## src/rtl/perceptron_pkg.sv

```systemverilog
// Shared types for the perceptron training slice: feature width, sample record,
// trainer FSM states and the default epoch limit.
package perceptron_pkg;

    localparam int unsigned FEAT_W             = 8;
    localparam int unsigned SAMPLE_W           = 3 * FEAT_W + 1;
    localparam logic [7:0]  DEFAULT_MAX_EPOCHS = 8'd50;

    // Field order matches the host word {desired, x3, x2, x1}.
    typedef struct packed {
        logic              desired;
        logic [FEAT_W-1:0] x3;
        logic [FEAT_W-1:0] x2;
        logic [FEAT_W-1:0] x1;
    } sample_t;

    typedef enum logic [1:0] {
        ST_IDLE,
        ST_PRESENT,
        ST_EPOCH_END,
        ST_FINISH
    } trainer_state_t;

    function automatic logic [SAMPLE_W-1:0] sample_pack(input sample_t s);
        return s;
    endfunction

    function automatic sample_t sample_unpack(input logic [SAMPLE_W-1:0] v);
        return sample_t'(v);
    endfunction

endpackage

```

## src/rtl/perceptron_sample_mem.sv

```systemverilog
// DEPTH x 25-bit training-sample register file: one write port and one
// registered read port (write-first on a same-cycle address collision).
module perceptron_sample_mem
    import perceptron_pkg::*;
#(
    parameter int unsigned DEPTH = 16,
    parameter int unsigned AW    = $clog2(DEPTH)
) (
    input  logic          clk,
    input  logic          reset,
    input  logic          wr_en,
    input  logic [AW-1:0] wr_addr,
    input  sample_t       wr_data,
    input  logic          rd_en,
    input  logic [AW-1:0] rd_addr,
    output sample_t       rd_data
);

    sample_t mem [DEPTH];

    // Storage is deliberately not reset; only the read register is.
    always_ff @(posedge clk) begin
        if (wr_en) begin
            mem[wr_addr] <= wr_data;
        end
    end

    always_ff @(posedge clk) begin
        if (reset) begin
            rd_data <= '0;
        end else if (rd_en) begin
            rd_data <= (wr_en && (wr_addr == rd_addr)) ? wr_data : mem[rd_addr];
        end
    end

endmodule

```

## src/rtl/perceptron_trainer.sv

```systemverilog
// Training-loop controller: streams stored samples to the neuron, counts
// misclassifications per epoch. Optional error log: PERCEPTRON_TRAINER_ERRLOG_EN.
module perceptron_trainer
    import perceptron_pkg::*;
#(
    parameter int unsigned DEPTH       = 16,
    parameter int unsigned AW          = $clog2(DEPTH),
    parameter int unsigned HOLD_CYCLES = 2,
    parameter logic [7:0]  MAX_EPOCHS  = DEFAULT_MAX_EPOCHS
) (
    input  logic          clk,
    input  logic          reset,
    input  logic          wr_en,
    input  logic [AW-1:0] wr_addr,
    input  logic [24:0]   wr_data,
    input  logic [AW:0]   num_samples,
    input  logic          start,
    input  logic          pred_in,
    output logic [7:0]    in1,
    output logic [7:0]    in2,
    output logic [7:0]    in3,
    output logic          desired_out,
    output logic          busy,
    output logic          done,
    output logic          converged,
    output logic [7:0]    epoch_count,
    output logic [AW:0]   err_count
`ifdef PERCEPTRON_TRAINER_ERRLOG_EN
    ,
    output logic [AW-1:0] first_err_addr,
    output logic          first_err_valid
`endif
);

    localparam int unsigned HW = (HOLD_CYCLES > 2) ? $clog2(HOLD_CYCLES) : 1;

    trainer_state_t state, state_nx;

    logic [AW-1:0] addr;
    logic [HW-1:0] hold_cnt;
    logic [AW:0]   n_lat;
    sample_t       rd_q;

    logic          mem_we;
    logic          rd_en;
    logic [AW-1:0] rd_addr;
    logic          accept_start;
    logic          last_hold;
    logic          last_sample;
    logic          mismatch;
    logic          epoch_restart;
    logic [7:0]    epoch_nx;

    perceptron_sample_mem #(
        .DEPTH (DEPTH),
        .AW    (AW)
    ) u_mem (
        .clk     (clk),
        .reset   (reset),
        .wr_en   (mem_we),
        .wr_addr (wr_addr),
        .wr_data (sample_unpack(wr_data)),
        .rd_en   (rd_en),
        .rd_addr (rd_addr),
        .rd_data (rd_q)
    );

    assign in1         = rd_q.x1;
    assign in2         = rd_q.x2;
    assign in3         = rd_q.x3;
    assign desired_out = rd_q.desired;

    assign accept_start = (state == ST_IDLE) && start;
    assign last_hold    = (hold_cnt == HW'(HOLD_CYCLES - 1));
    assign last_sample  = ({1'b0, addr} == (n_lat - 1'b1));
    assign mismatch     = (state == ST_PRESENT) && last_hold && (pred_in != desired_out);
    assign epoch_nx     = (epoch_count == 8'hFF) ? epoch_count : epoch_count + 8'd1;

    always_ff @(posedge clk) begin
        if (reset) begin
            state <= ST_IDLE;
        end else begin
            state <= state_nx;
        end
    end

    always_comb begin
        state_nx = state;
        unique case (state)
            ST_IDLE: begin
                if (start) begin
                    state_nx = (num_samples == '0) ? ST_FINISH : ST_PRESENT;
                end
            end
            ST_PRESENT: begin
                if (last_hold && last_sample) begin
                    state_nx = ST_EPOCH_END;
                end
            end
            ST_EPOCH_END: begin
                if ((err_count == '0) || (epoch_nx == MAX_EPOCHS)) begin
                    state_nx = ST_FINISH;
                end else begin
                    state_nx = ST_PRESENT;
                end
            end
            ST_FINISH: state_nx = ST_IDLE;
            default:   state_nx = ST_IDLE;
        endcase
    end

    // The read register is loaded on the edge that enters each sample, so the
    // features appear exactly when the hold window starts.
    always_comb begin
        mem_we        = 1'b0;
        rd_en         = 1'b0;
        rd_addr       = '0;
        epoch_restart = 1'b0;
        unique case (state)
            ST_IDLE: begin
                mem_we = wr_en && !reset;
                rd_en  = start && (num_samples != '0);
            end
            ST_PRESENT: begin
                rd_en   = last_hold && !last_sample;
                rd_addr = addr + 1'b1;
            end
            ST_EPOCH_END: begin
                epoch_restart = (state_nx == ST_PRESENT);
                rd_en         = epoch_restart;
            end
            default: ;
        endcase
    end

    always_ff @(posedge clk) begin
        if (reset) begin
            addr        <= '0;
            hold_cnt    <= '0;
            n_lat       <= '0;
            busy        <= 1'b0;
            done        <= 1'b0;
            converged   <= 1'b0;
            epoch_count <= '0;
            err_count   <= '0;
        end else begin
            unique case (state)
                ST_IDLE: begin
                    if (start) begin
                        n_lat       <= num_samples;
                        addr        <= '0;
                        hold_cnt    <= '0;
                        busy        <= 1'b1;
                        done        <= 1'b0;
                        converged   <= 1'b0;
                        epoch_count <= '0;
                        err_count   <= '0;
                    end
                end
                ST_PRESENT: begin
                    if (last_hold) begin
                        hold_cnt <= '0;
                        if (mismatch && (err_count != (AW + 1)'(DEPTH))) begin
                            err_count <= err_count + 1'b1;
                        end
                        if (!last_sample) begin
                            addr <= addr + 1'b1;
                        end
                    end else begin
                        hold_cnt <= hold_cnt + 1'b1;
                    end
                end
                ST_EPOCH_END: begin
                    epoch_count <= epoch_nx;
                    if (err_count == '0) begin
                        converged <= 1'b1;
                    end else if (epoch_nx == MAX_EPOCHS) begin
                        converged <= 1'b0;
                    end else begin
                        err_count <= '0;
                        addr      <= '0;
                    end
                end
                ST_FINISH: begin
                    busy <= 1'b0;
                    done <= 1'b1;
                end
                default: ;
            endcase
        end
    end

`ifdef PERCEPTRON_TRAINER_ERRLOG_EN
    always_ff @(posedge clk) begin
        if (reset) begin
            first_err_valid <= 1'b0;
            first_err_addr  <= '0;
        end else if (accept_start || epoch_restart) begin
            first_err_valid <= 1'b0;
            first_err_addr  <= '0;
        end else if (mismatch && !first_err_valid) begin
            first_err_valid <= 1'b1;
            first_err_addr  <= addr;
        end
    end
`endif

endmodule

```

## config.mk

```make
export PLATFORM = sky130hd
export DESIGN_NAME = perceptron_trainer
export DESIGN_NICKNAME = d
export VERILOG_FILES = /design/src/rtl/perceptron_pkg.sv /design/src/rtl/perceptron_sample_mem.sv /design/src/rtl/perceptron_trainer.sv
export SDC_FILE = /design/constraint.sdc
export NUM_CORES = 1
export LEC_CHECK = 0
export CAP_MARGIN = 20
export CORE_MARGIN = 4
export CORE_UTILIZATION = 45
export CTS_BUF_LIST = sky130_fd_sc_hd__clkbuf_4 sky130_fd_sc_hd__clkbuf_8
export CTS_CLUSTER_DIAMETER = 30
export DETAILED_ROUTE_END_ITERATION = 7
export PLACE_DENSITY_LB_ADDON = 0.05
export REMOVE_ABC_BUFFERS = 1
export SYNTH_ARGS = -nofsm -noshare
export SYNTH_HDL_FRONTEND = slang
export SYNTH_HIERARCHICAL = 1
export SYNTH_SLANG_ARGS = --single-unit
```

## constraint.sdc

```tcl
create_clock -name clk -period 5.3 [get_ports clk]
set_clock_uncertainty 0.2 [all_clocks]
set_input_delay 1.06 -clock clk [delete_from_list [all_inputs] [get_ports clk]]
set_output_delay 1.06 -clock clk [all_outputs]
set_load 0.02 [all_outputs]
```

==> run summary, run 1 <==
status = finished, final reports clean
first-pass GRT wire length = 66,630 µm
power per cell area = 380.1 mW/mm²
mux cell area share after synthesis = 13.95%
setup TNS after final layout = 0 ps
Initial Utilization = 45.77%
post-route ant nets = 0
initial antenna violation count = 0
Finished Core Util = 54.64%
Final setup viols = 0
max-cap violation count = 0
port buffer count = 79
DRC Markers = 0
EDFF count, synth = 400
post-layout min period = 3528 ps
Die Area = 0.04398 mm²
unrepaired setup endpoints after global routing = no
CTS Buffer Depth = 3
Critical Setup Path Class = reg2reg
Final Max Slew Viols = 0
CTS tree = done
cts repair resizes = 0
Synth Area in Compound Gates = 6.068%
routability cong. = 0.7744
Post-synth top cells = edfxtp_1 (400), nor2_1 (83), mux4_2 (61), nand2_1 (54)
n_diodes = 0
post-synth top area share = 65.60%
root buf cell = clkbuf_8
Final #Nets = 1,242
Hold EP = busy$_SDFFE_PP0P_
GRT Util Overall = 20.01%
Post-Synth Adder-Cell Area = 0.3417%
Placed Cells = 1,623
top cells by area, synth = edfxtp_1 (66%), mux4_2 (7.5%), dfxtp_1 (5.8%)
register area share after synthesis = 71.40%
Post-synth ARST share = 0%
HP Class = reg2reg
area leader, netlist = edfxtp_1
R2R cell count = 11
vias per inst = 5.737
CTS Sinks = 453
fin crit share = 66.57%
CP Launch Type = flip-flop
Final Hold Viols = 0
Setup Buffers After CTS = 0
Synth Register Bits = 453
achievable clock frequency = 283.4 MHz
final hold slack = 276.4 ps
Synth Instances = 1,052
Slew HR = 30.62%
Post-Synth XOR/XNOR Area = 0.6628%
Warnings, synthesis = 6
final WL = 43,790 µm
Congestion Overflow GR = 0
LEAKAGE = 6.895 nW
drt wl/cell = 24.28 µm
DP HPWL = 24,750 µm
Ports = 80
# rows = 73
Post-Syn Area = 0.01831 mm²
Hold Path Stages = 2
total power = 0.008308 W
combinational family with the most area after synthesis = multiplexers
Skew-Pair Late Insertion Delay = 640 ps
Unique masters post-synth = 70
Die Width = 209.7 µm
RR Startpoint = epoch_count[0]$_SDFFE_PP0P_
Synth Area in Simple Gates = 5.207%
Core Area = 0.04001 mm²
cts bufs inserted = 98
Main synth FF type = edfxtp_1
clk slew on worst S/H paths = 60 ps
Crit. End Element = flip-flop
Initial DRC Count = 751
Critical Path RT = 5640 ps
crit-path max FO = 13
largest net degree at the start of global routing = 126
most common cell in the netlist = edfxtp_1
IR drop worst, VDD = 0.2251 mV
H-Tree Depth = 3
Syn-to-layout area delta = 19.39%
drt pass-1 iters = 5
fraction of layout cells with a size suffix above 1 = 25.72%
number of hold buffers added after cts = 0
via count = 10,350
reg2reg end = u_mem/rd_data[5]$_SDFFE_PP0P_
Worst-Margin Slew = 1038 ps
Hold Crit Start = busy$_SDFFE_PP0P_
critical path arrival = 3870 ps
setup slack, reg-to-reg = 1770 ps
number of global-route vias before repair = 10,710
Avg Inst Size Synth = 17.41 µm²
Final Non-Filler Cells = 1,804
DIE HEIGHT = 209.7 µm
==> flip-flops by register name (all words and copies together), names as in the netlist, 2 cells and up <==
name,cells
epoch_count,8
n_lat,5
u_mem/mem,400
u_mem/rd_data,25
state,2
addr,4
err_count,5
==> final cells by class <==
type / instances / area, µm²
timing repair buffer: 113 / 1104
fill: 3226 / 18150
inverter: 7 / 26.28
clock inverter: 63 / 545.5
tap: 525 / 656.9
clock buffer: 118 / 1518
multi-input combinational: 525 / 4937
sequential: 453 / 13070
==> cell usage in the layout (no fill, tap or decap), types with 26 or more instances in the layout <==
cell               n
buf_4             29
dfxtp_1           53
a221oi_1          26
mux4_2            61
clkdlybuf4s50_1   78
mux2i_1           53
o41ai_1           26
edfxtp_1         400
nand2_1           54
clkbuf_8         101
a31oi_1           28
nor2_1            68
==> worst max-delay path, cell delays in order, from the launching register on <==
cell and delay (ps):
dfxtp_1 450, ha_1 300, nand2_2 90, or4_4 500, o21a_4 150, nor4_1 260
nand2_1 130, a32o_1 290, inv_1 460, buf_4 340, o41ai_1 110, a31oi_1 160
==> report_power, final <==
part           total, W  switching (W)  internal, W
registers       0.00397      0.0000317      0.00393
logic          0.000487       0.000284     0.000204
clock network   0.00386        0.00159      0.00227
total           0.00831        0.00190      0.00641
==> layer usage <==
metal | up-vias | part of all wire, % | GRT usage [%]
met5 | - | 0 | 0
met4 | 0 | 1.6 | 6.098
met3 | 54 | 5.1 | 3.692
met2 | 299 | 48 | 32.14
met1 | 5416 | 45 | 28.12
li1 | 4580 | - | -
==> through the flow <==
| stage | setup WS, ps | instance area (µm²) |
|---|---|---|
| global placement | 1468 | 19800 |
| floorplan | -3571 | 17900 |
| finish | 1772 | 21860 |
| detailed placement | 1394 | 19800 |
| CTS | 1785 | 21860 |
| global route | 1462 | 21860 |
==> cell families (layout without fill, tap and decap cells) <==
kind of cell / count (synthesis) / after routing
AO/OA/AOI/OAI: 153 / 153
XOR/XNOR: 13 / 13
adder cells (fa/ha/maj): 5 / 5
buffers and inverters: 74 / 301
flip-flops: 453 / 453
multiplexers: 153 / 153
AND/OR/NAND/NOR: 201 / 201
==> worst max-delay path by stage <==
stage	from	to	slack, ps	depth (start not counted)
floorplan	state[0]$_SDFF_PP0_	u_mem/rd_data[0]$_SDFFE_PP0P_	-3570	6
global placement	num_samples[2]	u_mem/rd_data[5]$_SDFFE_PP0P_	1470	9
detailed placement	num_samples[2]	u_mem/rd_data[5]$_SDFFE_PP0P_	1390	9
CTS	state[0]$_SDFF_PP0_	u_mem/rd_data[16]$_SDFFE_PP0P_	1780	7
global route	epoch_count[0]$_SDFFE_PP0P_	u_mem/rd_data[1]$_SDFFE_PP0P_	1460	11
finish	epoch_count[0]$_SDFFE_PP0P_	u_mem/rd_data[5]$_SDFFE_PP0P_	1770	11
Power figures use the tool's default switching activity.
==> run 2: changes to the inputs <==
clock period = 3.2 ns   (was 5.3 ns; I/O delays follow)
==> run 2 against run 1 <==
Combinational power up 75%. Total power grew 76%. Worst hold slack got worse by 23 ps. Via count down 0.55%. Count of clock-buffer cells in the layout rose by 14. Sequential power grew 65%. Non-clock buffer count increased by 53. Sequential share of layout area decreased by 2.5 points. Cell count grew 3.2%. Cell area is 4.5% higher. Global-route usage down 0.53 points. Critical path type unchanged. Highest routed layer unchanged.
==> run summary, run 2 (synthesis gave the netlist of run 1 again) <==
status = finished, final reports clean
DRC Markers = 0 (unchanged)
drt wl/cell = 22.88 µm (-5.7%)
R2R cell count = 12 (+1)
Critical Path RT = 3460 ps (-2180 ps)
fraction of layout cells with a size suffix above 1 = 29.32% (+3.6 points)
vias per inst = 5.527 (-3.6%)
LEAKAGE = 7.375 nW (+7.0%)
most frequent cells in the layout = edfxtp_1 (400), clkbuf_8 (112), clkdlybuf4s50_1 (78)
RR Startpoint = n_lat[0]$_SDFFE_PP0P_
fin crit share = 92.14% (+26 points)
DP HPWL = 25,480 µm (+3.0%)
largest net degree at the start of global routing = 53 (-58%)
GRT Util Overall = 19.48% (-0.53 points)
achievable clock frequency = 339.2 MHz (+20%)
Initial Utilization = 45.77% (unchanged)
crit path buf inv count = 2 (unchanged)
most frequent CP cell = nor2_1
final WL = 42,610 µm (-2.7%)
max-cap violation count = 0 (unchanged)
CP Cell Sequence = inv_1, ha_1, or3b_2, a211oi_1, o2111a_2, o22ai_1, a32o_1, buf_4, nor2_1, nor2_1, o41ai_1, a31oi_1
CP max stage delay = 460 ps (-40 ps)
Worst-Margin Slew = 678.4 ps (-359.9 ps)
Reg with most FFs = u_mem/mem
Crit. End Element = flip-flop
number of fill cells = 3,172 (-1.7%)
clk slew on worst S/H paths = 60 ps (about the same)
Initial DRC Count = 701 (-6.7%)
initial antenna violation count = 0 (unchanged)
CTS Sinks = 453 (unchanged)
Final setup viols = 0 (unchanged)
crit path to = u_mem/rd_data[7]$_SDFFE_PP0P_
post-route ant nets = 0 (unchanged)
routability cong. = 0.8062 (+4.1%)
H-Tree Depth = 3 (unchanged)
power per cell area = 641.5 mW/mm² (+69%)
Die Area = 0.04398 mm² (unchanged)
Ports = 80 (unchanged)
number of stages on the worst setup path = 12 (+1)
# rows = 73 (unchanged)
CP Launch Type = flip-flop
Die Width = 209.7 µm (unchanged)
number of global-route vias before repair = 10,760 (+0.49%)
Design Area, Final = 0.02283 mm² (+4.5%)
Slew HR = 54.77% (+24 points)
footprint of the multi-input gates = 0.004941 mm² (about the same)
Final Max Slew Viols = 0 (unchanged)
Final Non-Filler Cells = 1,862 (+3.2%)
first-pass GRT wire length = 65,490 µm (-1.7%)
most common cell after layout, fill and taps aside = edfxtp_1
total power = 0.01465 W (+76%)
CTS tree = done
Top Registers = u_mem/mem x400, u_mem/rd_data x25, epoch_count x8
Skew-Pair Late Insertion Delay = 620 ps (-20 ps)
CTS Buffer Depth = 3 (unchanged)
setup slack, reg-to-reg = 250 ps (-1520 ps)
n_diodes = 0 (unchanged)
cts bufs inserted = 99 (+1.0%)
HP Class = reg2reg
Critical Setup Path Class = reg2reg
Syn-to-layout area delta = 24.70%
reg2reg end = u_mem/rd_data[7]$_SDFFE_PP0P_
IR drop worst, VDD = 0.4628 mV (+110%)
max FFs per register = 400 (unchanged)
Placed Cells = 1,675 (+3.2%)
DIE HEIGHT = 209.7 µm (unchanged)
Final Hold Viols = 0 (unchanged)
critical path arrival = 3210 ps (-660 ps)
CP startpoint = n_lat[0]$_SDFFE_PP0P_
Final #Nets = 1,296 (+4.3%)
unrepaired setup endpoints after global routing = no
Core Area = 0.04001 mm² (unchanged)
root buf cell = clkbuf_8
Congestion Overflow GR = 0 (unchanged)
drt pass-1 iters = 4 (-1)
critical path's slowest cell = or3b_2
Register Area = 0.01307 mm² (unchanged)
Hold Path Stages = 2 (unchanged)
Post-Place Cell Area = 0.02047 mm² (+3.4%)
via count = 10,290 (-0.55%)
crit-path max FO = 17 (+4)
Largest delay share family, worst path = compound AO/OA/AOI/OAI gates
port buffer count = 79 (unchanged)
post-layout min period = 2948 ps (-579.6 ps)
number of hold buffers added after cts = 0 (unchanged)
-- run 2: cell types whose count changed in the layout (fill, tap and decap cells not counted), moves of 2 or more --
cell        delta
clkinv_4       -2
inv_8          -2
clkinv_2       -6
bufinv_16      +7
buf_12        +22
buf_4         +30
clkbuf_4       +3
clkinvlp_4     -4
clkinv_1       -3
clkbuf_8      +11
-- run 2: worst min path at each step --
stage	from	to	slack [ps]
after floorplan	n_lat[4]$_SDFFE_PP0P_	n_lat[4]$_SDFFE_PP0P_	240
after global placement	busy$_SDFFE_PP0P_	busy$_SDFFE_PP0P_	240
after detailed placement	busy$_SDFFE_PP0P_	busy$_SDFFE_PP0P_	250
after CTS	busy$_SDFFE_PP0P_	busy$_SDFFE_PP0P_	250
after global routing	busy$_SDFFE_PP0P_	busy$_SDFFE_PP0P_	310
final	busy$_SDFFE_PP0P_	busy$_SDFFE_PP0P_	250
-- run 2: layout make-up --
type,instances,area share (%)
clock inverters,54,2.893
inverters,7,0.1151
repair buffers,166,7.814
flip-flops and latches,453,57.25
well taps,525,2.877
clock buffers,132,7.409
multi-input cells,525,21.64
-- run 2: power breakdown --
group,internal (W),total (W),switching (W)
combinational,0.000382,0.000854,0.000473
clock,0.00461,0.00723,0.00262
sequential,0.00651,0.00657,0.0000537
total,0.0115,0.0146,0.00315
-- run 2: metrics by stage --
step | hold slack (ps) | utilization (%) | setup slack (ps) | setup TNS [ps]
2_1_floorplan | 243.9 | - | -5671 | -215880
3_3_place_gp | 241.4 | 51.13 | 49.26 | 0
3_5_place_dp | 248.0 | 51.17 | 18.10 | 0
4_1_cts | 254.9 | 57.05 | 166.1 | 0
5_1_grt | 309.2 | 57.07 | 13.36 | 0
6_report | 253.7 | 57.07 | 251.6 | 0
-- run 2: worst min-delay path, cell delays in order, from the launching register on --
cell	delay, ps
dfxtp_1	300
nand2_1	50
a21oi_1	50
-- run 2: what timing repair did --
action,4_1_cts,5_1_grt
gates resized for setup,0,2
buffers inserted,0,1
setup endpoints to repair,0,24
hold endpoints to repair,0,0
-- run 2: per-layer routing --
metal | vias to the layer above | track usage [%] | part of all wire, %
li1 | 4706 | - | -
met1 | 5282 | 27.96 | 46
met2 | 249 | 30.51 | 48
met3 | 55 | 3.632 | 4.5
met4 | 0 | 6.211 | 1.7
met5 | - | 0 | 0
==> run 3: changes to the inputs <==
GPL_TIMING_DRIVEN = 0   (was not set)
clock period = 3.7 ns   (was 3.2 ns; I/O delays follow)
==> run 3 against run 2 <==
Routed wire length rose by 6.5%. Combinational power fell by 10%. Critical path depth is 5 lower. Cell area increased by 0.60%. First-iteration DRC count grew 33%. Flip-flop and latch count did not move. Highest routed layer unchanged. Worst hold slack better by 3.2 ps. Clock power is 3.7% lower.
==> run summary, run 3 (synthesis gave the netlist of run 1 again) <==
HP Class = reg2reg
CTS Sinks = 453 (unchanged)
critical path's slowest cell = nor4b_1
final WL = 45,380 µm (+6.5%)
DIE HEIGHT = 209.7 µm (unchanged)
Top Registers = u_mem/mem x400, u_mem/rd_data x25, epoch_count x8
CTS tree = done
drt pass-1 iters = 5 (+1)
Worst-Margin Slew = 967.2 ps (+288.8 ps)
DRC Markers = 0 (unchanged)
GRT Util Overall = 20.22% (+0.74 points)
max-cap violation count = 0 (unchanged)
Finished Core Util = 57.42% (+0.34 points)
H-Tree Depth = 3 (unchanged)
Register Area = 0.01307 mm² (unchanged)
DP HPWL = 26,020 µm (+2.1%)
setup TNS after final layout = 0 ps (unchanged)
number of hold buffers added after cts = 0 (unchanged)
unrepaired setup endpoints after global routing = no
post-layout min period = 3542 ps
CP Cell Sequence = buf_2, buf_12, nor4b_1, nand3b_1, nor3_2, buf_4, buf_8
status = finished, final reports clean
vias per inst = 5.702 (+3.2%)
Critical Setup Path Class = in2reg
Slew HR = 35.29% (-19 points)
critical path arrival = 3700 ps (+490 ps)
root buf cell = clkbuf_8
Critical Path RT = 3860 ps (+400 ps)
most frequent cells in the layout = edfxtp_1 (400), clkbuf_8 (111), clkdlybuf4s50_1 (78)
Final #Nets = 1,258 (-2.9%)
port buffer count = 79 (unchanged)
routability cong. = 0.7505 (-6.9%)
cts bufs inserted = 104 (+5.1%)
CP Launch Type = input pin
Final Hold Viols = 0 (unchanged)
Crit. End Element = flip-flop
Congestion Overflow GR = 0 (unchanged)
initial antenna violation count = 1 (+1)
Initial Utilization = 45.77% (unchanged)
Skew-Pair Late Insertion Delay = 650 ps (+30 ps)
total power = 0.01341 W (-8.5%)
Die Width = 209.7 µm (unchanged)
achievable clock frequency = 282.4 MHz
power per cell area = 583.8 mW/mm² (-9.0%)
# rows = 73 (unchanged)
Ports = 80 (unchanged)
Syn-to-layout area delta = 25.45%
via count = 10,410 (+1.2%)
IR drop worst, VDD = 0.3282 mV (-29%)
Final Max Slew Viols = 0 (unchanged)
Reg with most FFs = u_mem/mem
clk slew on worst S/H paths = 50 ps (about the same)
number of global-route vias before repair = 10,730 (-0.24%)
post-route ant nets = 0 (unchanged)
LEAKAGE = 7.316 nW (-0.79%)
most common cell after layout, fill and taps aside = edfxtp_1
largest net degree at the start of global routing = 54 (+1.9%)
Initial DRC Count = 929 (+33%)
Final setup viols = 0 (unchanged)
max FFs per register = 400 (unchanged)
crit-path max FO = 30 (+13)
number of fill cells = 3,088 (-2.6%)
CP max stage delay = 710 ps (+250 ps)
footprint of the multi-input gates = 0.005036 mm² (+1.9%)
fraction of layout cells with a size suffix above 1 = 27.85% (-1.5 points)
Core Area = 0.04001 mm² (unchanged)
first-pass GRT wire length = 67,010 µm (+2.3%)
CTS Buffer Depth = 3 (unchanged)
fin crit share = 95.72%
drt wl/cell = 24.85 µm (+8.6%)
Die Area = 0.04398 mm² (unchanged)
==> run 3: changes by cell type in the layout (fill, tap and decap cells not counted), moves of 6 or more <==
cell        change
buf_16         +11
buf_6           +8
buf_4          -58
buf_12         -10
bufinv_16       +9
clkinvlp_4      +6
==> run 3: where the power goes <==
group	internal [W]	leakage [nW]	switching, W
combinational	0.000330	1.98	0.000437
sequential	0.00563	4.04	0.0000439
clock	0.00461	1.30	0.00235
total	0.0106	7.32	0.00283
==> run 3: worst paths after layout <==
kind / startpoint / end / slack (ps) / cells after the start
min reg2reg: busy$_SDFFE_PP0P_ / busy$_SDFFE_PP0P_ / 260 / 2
min: busy$_SDFFE_PP0P_ / busy$_SDFFE_PP0P_ / 260 / 2
max: reset / u_mem/mem[8][14]$_DFFE_PP_ / 160 / 7
max reg2reg: epoch_count[0]$_SDFFE_PP0P_ / u_mem/rd_data[7]$_SDFFE_PP0P_ / 210 / 12
==> run 3: per-layer routing <==
metal | up-vias | part of all wire (%) | GRT usage, %
li1 | 4632 | - | -
met1 | 5371 | 44 | 27.98
met2 | 328 | 48 | 31.74
met3 | 80 | 5.8 | 5.082
met4 | 0 | 2.0 | 6.616
met5 | - | 0 | 0
==> run 3: critical path: cells and delay by family <==
kind | cells | cell delay, ps
simple gates | 3 | 1840
buf+inv | 4 | 1070
==> run 3: metrics by stage <==
| step | instance area (µm²) | hold WS, ps | instances | setup slack [ps] |
|---|---|---|---|---|
| final | 22970 | 256.9 | 1826 | 158.3 |
| after CTS | 22890 | 260.9 | 1822 | 0.1625 |
| after floorplan | 17900 | 243.9 | 985 | -5171 |
| after detailed placement | 20260 | 252.5 | 1628 | -667.7 |
| after global routing | 22970 | 296.0 | 1825 | 6.350 |
| after global placement | 19350 | 256.9 | 1589 | -13500 |
==> run 3: cell type report <==
type	instances	share of cell area (%)
sequential	453	56.91
timing repair buffer	119	6.842
clock inverter	61	4.004
antenna	1	0.01089
inverter	7	0.1416
tap	525	2.860
clock buffer	131	7.305
multi-input combinational	529	21.93
==> run 3: repair_timing <==
| action | CTS | global route |
|---|---|---|
| buffers inserted | 0 | 1 |
| endpoints found under the setup margin | 25 | 32 |
| hold endpoints to repair | 0 | 0 |
| cloned | 2 | 2 |
| resized for setup | 4 | 6 |
| pin swaps | 2 | 2 |
